### src/rtl/strided_read_engine_if.sv
// Handshake/bus bundle between the AFU control side and strided_read_engine.
// Signal prefixes are from the engine's point of view (i_ into the engine, o_ out of it).
interface strided_read_engine_if #(
  parameter int ADDR_W   = 42,
  parameter int STRIDE_W = 16,
  parameter int MDATA_W  = 16
);
  logic                i_stall;
  logic                i_start;
  logic [ADDR_W-1:0]   i_start_addr;
  logic [31:0]         i_num_cls;
  logic [STRIDE_W-1:0] i_stride;
  logic                i_ctrl_poll_req;
  logic [ADDR_W-1:0]   i_ctrl_addr;
  logic                i_ctrl_ack;
  logic                i_rsp_valid;
  logic [MDATA_W-1:0]  i_rsp_mdata;
  logic                o_rd_valid;
  logic [ADDR_W-1:0]   o_rd_addr;
  logic [MDATA_W-1:0]  o_rd_mdata;
  logic                o_busy;
  logic                o_run_done;
  logic [8:0]          o_outstanding;
  logic [31:0]         o_perf_run_cycles;
  logic [31:0]         o_perf_stall_cycles;

  modport master (
    output i_stall, i_start, i_start_addr, i_num_cls, i_stride,
           i_ctrl_poll_req, i_ctrl_addr, i_ctrl_ack, i_rsp_valid, i_rsp_mdata,
    input  o_rd_valid, o_rd_addr, o_rd_mdata, o_busy, o_run_done, o_outstanding,
           o_perf_run_cycles, o_perf_stall_cycles
  );

  modport slave (
    input  i_stall, i_start, i_start_addr, i_num_cls, i_stride,
           i_ctrl_poll_req, i_ctrl_addr, i_ctrl_ack, i_rsp_valid, i_rsp_mdata,
    output o_rd_valid, o_rd_addr, o_rd_mdata, o_busy, o_run_done, o_outstanding,
           o_perf_run_cycles, o_perf_stall_cycles
  );
endinterface

### src/rtl/strided_read_engine.sv
// Strided cache-line read engine: one run of num_cls reads with credit-bounded issue plus idle control polls.
// Optional perf counters via STRIDED_READ_ENGINE_PERF_EN; request latency 1 cycle, no issue while stall is high.
module strided_read_engine #(
  parameter int   ADDR_W          = 42,
  parameter int   MAX_OUTSTANDING = 64,
  parameter int   STRIDE_W        = 16,
  parameter int   MDATA_W         = 16,
  parameter logic RUN_TAG         = 1'b1
) (
  input  logic                 i_clk,
  input  logic                 i_reset,
  strided_read_engine_if.slave io_bus
);

  typedef enum logic [1:0] {S_IDLE, S_ISSUE, S_DRAIN, S_DONE} state_t;

  localparam int         SEQ_W   = MDATA_W - 1;
  localparam logic [8:0] MAX_OUT = 9'(MAX_OUTSTANDING);

  state_t              r_state;
  state_t              w_state_nxt;
  logic [ADDR_W-1:0]   r_cur_addr;
  logic [31:0]         r_remaining;
  logic [STRIDE_W-1:0] r_stride;
  logic [SEQ_W-1:0]    r_seq;
  logic [8:0]          r_outstanding;
  logic                r_poll_lock;
  logic                r_rd_valid;
  logic [ADDR_W-1:0]   r_rd_addr;
  logic [MDATA_W-1:0]  r_rd_mdata;

  logic w_start_ok;
  logic w_run_issue;
  logic w_ctrl_issue;
  logic w_rsp_run;

  assign w_start_ok   = (r_state == S_IDLE) && io_bus.i_start;
  assign w_run_issue  = (r_state == S_ISSUE) && !io_bus.i_stall &&
                        (r_remaining != 32'd0) && (r_outstanding < MAX_OUT);
  // start takes priority over a poll raised in the same cycle
  assign w_ctrl_issue = (r_state == S_IDLE) && !io_bus.i_start && !r_poll_lock &&
                        !io_bus.i_stall && io_bus.i_ctrl_poll_req;
  assign w_rsp_run    = io_bus.i_rsp_valid && (io_bus.i_rsp_mdata[MDATA_W-1] == RUN_TAG) &&
                        (r_outstanding != 9'd0);

  always_comb begin
    w_state_nxt = r_state;
    case (r_state)
      S_IDLE: begin
        if (io_bus.i_start) begin
          w_state_nxt = (io_bus.i_num_cls != 32'd0) ? S_ISSUE : S_DONE;
        end
      end
      S_ISSUE: begin
        if (w_run_issue && (r_remaining == 32'd1)) begin
          w_state_nxt = S_DRAIN;
        end
      end
      S_DRAIN: begin
        if (r_outstanding == 9'd0) begin
          w_state_nxt = S_DONE;
        end
      end
      S_DONE:  w_state_nxt = S_IDLE;
      default: w_state_nxt = S_IDLE;
    endcase
  end

  always_ff @(posedge i_clk or posedge i_reset) begin
    if (i_reset) begin
      r_state <= S_IDLE;
    end else begin
      r_state <= w_state_nxt;
    end
  end

  always_ff @(posedge i_clk or posedge i_reset) begin
    if (i_reset) begin
      r_cur_addr  <= '0;
      r_remaining <= '0;
      r_stride    <= '0;
      r_seq       <= '0;
    end else if (w_start_ok) begin
      r_cur_addr  <= io_bus.i_start_addr;
      r_remaining <= io_bus.i_num_cls;
      r_stride    <= io_bus.i_stride;
      r_seq       <= '0;
    end else if (w_run_issue) begin
      r_cur_addr  <= r_cur_addr + ADDR_W'(r_stride);
      r_remaining <= r_remaining - 32'd1;
      r_seq       <= r_seq + 1'b1;
    end
  end

  always_ff @(posedge i_clk or posedge i_reset) begin
    if (i_reset) begin
      r_rd_valid <= 1'b0;
      r_rd_addr  <= '0;
      r_rd_mdata <= '0;
    end else begin
      r_rd_valid <= w_run_issue || w_ctrl_issue;
      if (w_run_issue) begin
        r_rd_addr  <= r_cur_addr;
        r_rd_mdata <= {RUN_TAG, r_seq};
      end else if (w_ctrl_issue) begin
        r_rd_addr  <= io_bus.i_ctrl_addr;
        r_rd_mdata <= {~RUN_TAG, SEQ_W'(0)};
      end
    end
  end

  always_ff @(posedge i_clk or posedge i_reset) begin
    if (i_reset) begin
      r_outstanding <= '0;
    end else begin
      case ({w_run_issue, w_rsp_run})
        2'b10:   r_outstanding <= r_outstanding + 9'd1;
        2'b01:   r_outstanding <= r_outstanding - 9'd1;
        default: r_outstanding <= r_outstanding;
      endcase
    end
  end

  always_ff @(posedge i_clk or posedge i_reset) begin
    if (i_reset) begin
      r_poll_lock <= 1'b0;
    end else if (w_ctrl_issue) begin
      r_poll_lock <= 1'b1;
    end else if (io_bus.i_ctrl_ack) begin
      r_poll_lock <= 1'b0;
    end
  end

  assign io_bus.o_rd_valid    = r_rd_valid;
  assign io_bus.o_rd_addr     = r_rd_addr;
  assign io_bus.o_rd_mdata    = r_rd_mdata;
  assign io_bus.o_busy        = (r_state == S_ISSUE) || (r_state == S_DRAIN);
  assign io_bus.o_run_done    = (r_state == S_DONE);
  assign io_bus.o_outstanding = r_outstanding;

`ifdef STRIDED_READ_ENGINE_PERF_EN
  logic [31:0] r_perf_run;
  logic [31:0] r_perf_stall;

  // both counters hold after DONE until the next accepted start
  always_ff @(posedge i_clk or posedge i_reset) begin
    if (i_reset) begin
      r_perf_run   <= '0;
      r_perf_stall <= '0;
    end else if (w_start_ok) begin
      r_perf_run   <= '0;
      r_perf_stall <= '0;
    end else begin
      if ((r_state != S_IDLE) && (r_perf_run != 32'hFFFF_FFFF)) begin
        r_perf_run <= r_perf_run + 32'd1;
      end
      if ((r_state == S_ISSUE) && !w_run_issue && (r_perf_stall != 32'hFFFF_FFFF)) begin
        r_perf_stall <= r_perf_stall + 32'd1;
      end
    end
  end

  assign io_bus.o_perf_run_cycles   = r_perf_run;
  assign io_bus.o_perf_stall_cycles = r_perf_stall;
`else
  assign io_bus.o_perf_run_cycles   = 32'd0;
  assign io_bus.o_perf_stall_cycles = 32'd0;
`endif

endmodule

### src/flat_wrapper.sv
// flat-port wrapper written by rule: the top's interface ports become plain ports
module strided_read_engine_flat 
#(
  parameter int   ADDR_W          = 42,
  parameter int   MAX_OUTSTANDING = 64,
  parameter int   STRIDE_W        = 16,
  parameter int   MDATA_W         = 16,
  parameter logic RUN_TAG         = 1'b1
)
  (i_clk, i_reset, io_bus_i_stall, io_bus_i_start, io_bus_i_start_addr, io_bus_i_num_cls, io_bus_i_stride, io_bus_i_ctrl_poll_req, io_bus_i_ctrl_addr, io_bus_i_ctrl_ack, io_bus_i_rsp_valid, io_bus_i_rsp_mdata, io_bus_o_rd_valid, io_bus_o_rd_addr, io_bus_o_rd_mdata, io_bus_o_busy, io_bus_o_run_done, io_bus_o_outstanding, io_bus_o_perf_run_cycles, io_bus_o_perf_stall_cycles);
  strided_read_engine_if #(.ADDR_W(ADDR_W), .STRIDE_W(STRIDE_W), .MDATA_W(MDATA_W)) io_bus_i ();
  input  logic i_clk;
  input  logic i_reset;
  input wire logic [$bits(io_bus_i.i_stall)-1:0] io_bus_i_stall;
  input wire logic [$bits(io_bus_i.i_start)-1:0] io_bus_i_start;
  input wire logic [$bits(io_bus_i.i_start_addr)-1:0] io_bus_i_start_addr;
  input wire logic [$bits(io_bus_i.i_num_cls)-1:0] io_bus_i_num_cls;
  input wire logic [$bits(io_bus_i.i_stride)-1:0] io_bus_i_stride;
  input wire logic [$bits(io_bus_i.i_ctrl_poll_req)-1:0] io_bus_i_ctrl_poll_req;
  input wire logic [$bits(io_bus_i.i_ctrl_addr)-1:0] io_bus_i_ctrl_addr;
  input wire logic [$bits(io_bus_i.i_ctrl_ack)-1:0] io_bus_i_ctrl_ack;
  input wire logic [$bits(io_bus_i.i_rsp_valid)-1:0] io_bus_i_rsp_valid;
  input wire logic [$bits(io_bus_i.i_rsp_mdata)-1:0] io_bus_i_rsp_mdata;
  output wire logic [$bits(io_bus_i.o_rd_valid)-1:0] io_bus_o_rd_valid;
  output wire logic [$bits(io_bus_i.o_rd_addr)-1:0] io_bus_o_rd_addr;
  output wire logic [$bits(io_bus_i.o_rd_mdata)-1:0] io_bus_o_rd_mdata;
  output wire logic [$bits(io_bus_i.o_busy)-1:0] io_bus_o_busy;
  output wire logic [$bits(io_bus_i.o_run_done)-1:0] io_bus_o_run_done;
  output wire logic [$bits(io_bus_i.o_outstanding)-1:0] io_bus_o_outstanding;
  output wire logic [$bits(io_bus_i.o_perf_run_cycles)-1:0] io_bus_o_perf_run_cycles;
  output wire logic [$bits(io_bus_i.o_perf_stall_cycles)-1:0] io_bus_o_perf_stall_cycles;
  assign io_bus_i.i_stall = io_bus_i_stall;
  assign io_bus_i.i_start = io_bus_i_start;
  assign io_bus_i.i_start_addr = io_bus_i_start_addr;
  assign io_bus_i.i_num_cls = io_bus_i_num_cls;
  assign io_bus_i.i_stride = io_bus_i_stride;
  assign io_bus_i.i_ctrl_poll_req = io_bus_i_ctrl_poll_req;
  assign io_bus_i.i_ctrl_addr = io_bus_i_ctrl_addr;
  assign io_bus_i.i_ctrl_ack = io_bus_i_ctrl_ack;
  assign io_bus_i.i_rsp_valid = io_bus_i_rsp_valid;
  assign io_bus_i.i_rsp_mdata = io_bus_i_rsp_mdata;
  assign io_bus_o_rd_valid = io_bus_i.o_rd_valid;
  assign io_bus_o_rd_addr = io_bus_i.o_rd_addr;
  assign io_bus_o_rd_mdata = io_bus_i.o_rd_mdata;
  assign io_bus_o_busy = io_bus_i.o_busy;
  assign io_bus_o_run_done = io_bus_i.o_run_done;
  assign io_bus_o_outstanding = io_bus_i.o_outstanding;
  assign io_bus_o_perf_run_cycles = io_bus_i.o_perf_run_cycles;
  assign io_bus_o_perf_stall_cycles = io_bus_i.o_perf_stall_cycles;
  strided_read_engine #(.ADDR_W(ADDR_W), .MAX_OUTSTANDING(MAX_OUTSTANDING), .STRIDE_W(STRIDE_W), .MDATA_W(MDATA_W), .RUN_TAG(RUN_TAG)) u_core (.i_clk(i_clk), .i_reset(i_reset), .io_bus(io_bus_i));
endmodule
### config.mk
export PLATFORM = sky130hd
export DESIGN_NAME = strided_read_engine_flat
export DESIGN_NICKNAME = d
export VERILOG_FILES = /design/src/rtl/strided_read_engine_if.sv /design/src/rtl/strided_read_engine.sv /design/src/flat_wrapper.sv
export SDC_FILE = /design/constraint.sdc
export NUM_CORES = 1
export LEC_CHECK = 0
export BUFFER_PORTS_ARGS = -buffer_cell sky130_fd_sc_hd__buf_2
export CAP_MARGIN = 25
export CORE_UTILIZATION = 28
export DETAILED_ROUTE_END_ITERATION = 10
export PLACE_DENSITY = 0.47
export RECOVER_POWER = 100
export SLEW_MARGIN = 25
export SYNTH_ARGS = -nofsm -noshare
export SYNTH_HDL_FRONTEND = slang
export SYNTH_SLANG_ARGS = --single-unit
### constraint.sdc
create_clock -name i_clk -period 6 [get_ports i_clk]
set_input_delay 1.2 -clock i_clk [delete_from_list [all_inputs] [get_ports i_clk]]
set_output_delay 1.2 -clock i_clk [all_outputs]
set_load 0.005 [all_outputs]
# Yosys cells after proc, flatten, opt, wreduce, memory -nomap -nowiden
# Cells that the tools add are included.
[classes] add_sub_neg=5 multipliers=0 div=0 order_cmp=1 n_eq_ne=9 n_shift=0 mux=18 bitwise_logic=0 reduce_logical=26
[ops] operator="two-way mux 42 bit" n=4
[ops] operator="two-way mux 32 bit" n=2
[ops] operator="nonzero test 32 bit" n=2
[ops] operator="adder 42 x 16 -> 42 bit" n=1
[ops] operator="== test 32 x 1 -> 1 bit (second input constant)" n=1
[ops] operator="two-way mux 16 bit" n=2
[ops] operator="subtractor 32 x 1 -> 32 bit (second input constant)" n=1
[ops] operator="two-way mux 15 bit" n=2
[ops] operator="one-hot mux 9 bit (2 select lines)" n=1
[ops] operator="adder 15 x 1 -> 15 bit (second input constant)" n=1
[ops] operator="logical AND 1 bit" n=11
[ops] operator="adder 9 x 1 -> 9 bit (second input constant)" n=1
[ops] operator="zero test 9 bit" n=1
[ops] operator="< comparator 9 x 7 -> 1 bit (second input constant)" n=1
[ops] operator="nonzero test 9 bit" n=1
[ops] operator="subtractor 9 x 1 -> 9 bit (second input constant)" n=1
[ops] operator="two-way mux 2 bit" n=4
[ops] operator="one-hot mux 2 bit (4 select lines)" n=1
[ops] operator="nonzero test 2 bit" n=4
[ops] operator="== test 2 bit (second input constant)" n=3
[ops] operator="== test 2 x 1 -> 1 bit (second input constant)" n=2
[ops] operator="!= test 2 bit (second input constant)" n=2
[ops] operator="zero test 1 bit" n=3
[ops] operator="AND reduction 3 bit" n=1
[ops] operator="4 further kinds" n=6
[word_totals] reg_bits=176 latch_bits=0 ramBits=0 mem_bits_ro=0 input_bits=155 out_inout_bits=134 elab_cells=69 mem_count=0

# Logic depth before layout (Yosys ltp)
[logic_depth] word_depth=7 ltp_mapped=20 mapped_depth_nobuf=16

# Worst setup path after synthesis
# Ideal clock, no wire load.
[synth_path] kind="reg2reg" start="reg u_core.r_remaining[6]" end="reg u_core.r_outstanding[8], in the netlist u_core.io_bus.o_outstanding[8]" setup_ps=132 t_arrival_ps=4654 t_required_ps=5868 path_slack_ps=1214 stages_incl_launch_ff=21 n_path_buf=5 synth_period_minus_slack_ps=4786 cell_sequence="dfrtp_1 or4_4 or4b_4 or3_1 buf_2 o21a_4 inv_2 buf_6 buf_6 buf_6 ha_1 clkbuf_1 xor2_1 ha_1 nor3_1 a21oi_1 o221ai_1 a221o_1 a211oi_1 nor3_1 xor2_1"
[synth_between] elab_chain_len=5 elab_cells_between_ends=7 classes_between="eq/ne (2); mux (1); reduce/logical (4)"
[synth_rtl] element="start: declaration" line_no="strided_read_engine.sv:23" source="logic [31:0] r_remaining;"
[synth_rtl] element="start signal: assignment" line_no="strided_read_engine.sv:85" source="r_remaining <= io_bus.i_num_cls;"
[synth_rtl] element="start signal: assignment" line_no="strided_read_engine.sv:90" source="r_remaining <= r_remaining - 32'd1;"
[synth_rtl] element="nonzero test 32 bit (*)" line_no="strided_read_engine.sv:39" source="(r_remaining != 32'd0) && (r_outstanding < MAX_OUT);"
[synth_rtl] element="logical AND 1 bit (*)" line_no="strided_read_engine.sv:38" source="assign w_run_issue = (r_state == S_ISSUE) && !io_bus.i_stall &&"
[synth_rtl] element="logical AND 1 bit (*)" line_no="strided_read_engine.sv:39"
[synth_rtl] element="== test 2 x 1 -> 1 bit / == test 2 bit (equally long branches)" line_no="strided_read_engine.sv:116" source="case ({w_run_issue, w_rsp_run})"
[synth_rtl] element="one-hot mux 9 bit (2 select lines) / nonzero test 2 bit (equally long branches)"
[synth_rtl] element="end signal: assignment" line_no="strided_read_engine.sv:117" source="2'b10: r_outstanding <= r_outstanding + 9'd1;"
[synth_rtl] element="end signal: assignment" line_no="strided_read_engine.sv:118" source="2'b01: r_outstanding <= r_outstanding - 9'd1;"
[synth_rtl] element="end signal: assignment" line_no="strided_read_engine.sv:119" source="default: r_outstanding <= r_outstanding;"
[synth_rtl] element="end: declaration" line_no="strided_read_engine.sv:26" source="logic [8:0] r_outstanding;"
# Mark *: on every way between the ends. The rest lies on a longest branch, timed or not.
# A chain may end at the register's enable or synchronous reset.

# Worst setup path in the final report
# Same ends and word-level chain as after synthesis.

==> results.json <==
{
  "ctsResizeCount": 0,
  "max-clock-path-buffers": 2,
  "cp.arrival_ns": 5.27,
  "busiest_layer": "met2",
  "drtPass1Iterations": 5,
  "synth_area_per_cell_um2": 8.61,
  "maxSlewViolCount": 363,
  "synth_edf_count": 0,
  "p_leak_nw": 5.28,
  "yosysWarnings": 0,
  "use_met1": 0.219,
  "use_met3": 0.0296,
  "yosys.area.top_type": "dfrtp_1",
  "synthToLayoutAreaGrowth_pct": 15.8,
  "cts_made_buffers": 17,
  "cts_tree": "built",
  "synth_cell_types": 63,
  "synthTopCellsByArea": "dfrtp_1 44%, nand2_1 10%, buf_4 5.1%",
  "initial_core_util": 0.288,
  "failed_checks": "max-capacitance violations, max-slew violations",
  "slew_headroom": -1.36,
  "register_area_um2": 4400,
  "cts_hold_buf": 0,
  "cp_max_fo": 60,
  "synth_commonest_cells": "269 x nand2_1, 176 x dfrtp_1, 95 x nor2_1, 68 x buf_4, 60 x o21ai_0",
  "netlist_area_um2": 10000,
  "multi_input_area_um2": 4950,
  "maxCapViolations": 7,
  "die_h_um": 191,
  "cts_root_buf": "clkbuf_16",
  "wirelength_mm": 28.7,
  "worst_slew_pin_slew_ns": 3.54,
  "startpoint_type": "flop",
  "tns_ns": 0,
  "htree_levels": 4,
  "die-area_um2": 36600,
  "final_hold_viol_count": 0,
  "status": "complete, but fails checks",
  "grt_antenna_before_repair": 2,
  "r2r_cells": 14,
  "drive_gt1_frac": 0.164,
  "yosysMostFrequentCell": "nand2_1",
  "finalCriticalPeriod_ns": 4.95,
  "drcViolationCount": 0,
  "grt_use_met2": 0.258,
  "cp-end-kind": "flop",
  "rows": 68,
  "rsz0062_at_grt": "no",
  "grt_pass1_vias": 8351,
  "synth_top_area_frac": 0.439,
  "finClkSkew_ns": 0.0121,
  "grt_util_all_layers": 0.161,
  "ir_worst_vdd_uv": 220,
  "fmax_mhz": 202,
  "via_per_inst": 4.72,
  "core_area_um2": 34900,
  "grt-ovfl-total": 0,
  "clk_latency_ns": 0.45,
  "fill_cells": 3779,
  "grt_max_degree": 89,
  "fin_crit_sh": 0.825,
  "vias": 8516,
  "setup_ws_ns": 1.05,
  "clkSinkCount": 176,
  "whs_path_depth": 2,
  "top_level_ports": 289,
  "critPathKind": "flop to flop",
  "hp-class": "flop to flop",
  "port_buffers": 209,
  "ys_seq_area_frac": 0.439,
  "post-dp-hpwl_mm": 20.1,
  "cellPowerDensity_nw_per_um2": 462,
  "required_ns": 6.32,
  "synth_flop_cell": "dfrtp_1",
  "grt_pass1_wl_mm": 45.5,
  "finalNetCount": 1520,
  "synth-async-reset-ratio": 1.00,
  "synth-seq-cells": 176,
  "die_w_um": 191,
  "path_clk_slew_ns": 0.07,
  "final_util": 0.333,
  "post_cts_buffers": 0,
  "first_iter_violations": 404,
  "ant_nets": 0,
  "syn_inst": 1165,
  "wl_per_cell_um": 15.9,
  "dp_slack_ns": 1.18,
  "gp_congestion": 0.791,
  "finalSetupViolCount": 0
}
-- critical path: stages (launching register included) --
cell,delay [ns]
dfrtp_1,0.43
or4_1,0.63
or4b_1,0.62
or3_1,0.44
o21a_4,0.26
clkinvlp_2,0.08
buf_4,0.50
ha_1,0.44
inv_1,0.10
a21oi_1,0.15
o221ai_1,0.28
a221o_1,0.42
a211oi_1,0.23
nor3_1,0.09
xor2_1,0.15
-- path summary, 6_finish.rpt --
check / start / to / slack [ns]
min: u_core.r_seq[14]$_DFFE_PP0P_ / u_core.io_bus.o_rd_mdata[14]$_DFFE_PP0P_ / 0.49
min in group asynchronous: i_reset / u_core.io_bus.o_rd_valid$_DFF_PP0_ / 2.04
max reg2reg: u_core.r_remaining[6]$_DFFE_PP0P_ / u_core.io_bus.o_outstanding[8]$_DFFE_PP0P_ / 1.05
max: u_core.r_remaining[6]$_DFFE_PP0P_ / u_core.io_bus.o_outstanding[8]$_DFFE_PP0P_ / 1.05
max in group asynchronous: i_reset / u_core.r_cur_addr[9]$_DFFE_PP0P_ / 1.57
min reg2reg: u_core.r_seq[14]$_DFFE_PP0P_ / u_core.io_bus.o_rd_mdata[14]$_DFFE_PP0P_ / 0.49
-- cell type report --
cell class / count / area share
clock inverters: 11 / 0.00905
multi-input cells: 905 / 0.426
flip-flops and latches: 176 / 0.379
repair buffers: 219 / 0.0905
clock buffers: 21 / 0.0405
well taps: 455 / 0.0490
diodes: 1 / 0.000215
inverters: 18 / 0.00592
-- cell families after synthesis --
group	synth area share
flops	0.439
buf+inv	0.0892
other cells	0.000374
simple gates	0.232
mux	0.00324
fa+ha+maj	0.0357
xor+xnor	0.0777
compound gates	0.123
-- stage by stage --
step	power (mW)	cell area [um2]	cells	hold WS, ns
floorplan	3.64	10300	1228	0.448
global placement	4.29	11200	1773	0.465
detailed placement	4.31	11200	1773	0.475
CTS	5.47	11700	1805	0.493
global route	5.83	11600	1805	0.509
finish	5.37	11600	1806	0.486
-- flip-flops by register name, summed over array words and instances (netlist names) --
register and cells:
u_core.io_bus.o_outstanding 9, u_core.io_bus.o_rd_addr 42, u_core.io_bus.o_rd_mdata 16, u_core.io_bus.o_rd_valid 1, u_core.r_cur_addr 42, u_core.r_poll_lock 1, u_core.r_remaining 32, u_core.r_seq 15
u_core.r_state 2, u_core.r_stride 16
-- where the power goes --
group | leakage, nW | switching, mW | internal [mW]
Clock | 0.273 | 0.516 | 0.608
Combinational | 2.80 | 1.20 | 0.919
Sequential | 2.21 | 0.452 | 1.67
-- cell usage in the layout (no fill, tap or decap), types with 3 or more instances in the layout --
cell type,Yosys,layout
nor4b_1,7,8
nor4_1,23,23
ha_1,27,27
a21oi_1,35,35
buf_2,10,171
nor3b_1,4,4
buf_4,68,3
inv_6,0,3
clkbuf_1,40,43
and3_1,7,7
xnor2_1,58,58
o21ai_0,60,80
nor3_1,26,26
inv_1,17,17
nand2b_1,4,4
a21o_1,11,11
nand4_1,17,17
clkbuf_2,0,3
dfrtp_1,176,176
o2111ai_1,2,3
nand3_1,29,29
a31oi_1,54,54
nand2_1,269,268
xor2_1,31,31
conb_1,1,64
nor2_1,95,95
clkinvlp_4,0,4
or3_1,14,14
a21boi_0,3,3
clkbuf_16,0,17
or4_1,2,3
clkbuf_8,0,3
-- per-layer routing --
layer | part of all wire | wire length [um] | vias up
li1 | - | - | 4200
met1 | 0.48 | 13700 | 4085
met2 | 0.46 | 13200 | 207
met3 | 0.047 | 1360 | 22
met4 | 0.013 | 369 | 2
met5 | 0.00028 | 8 | -
Power figures use the tool's default switching activity.
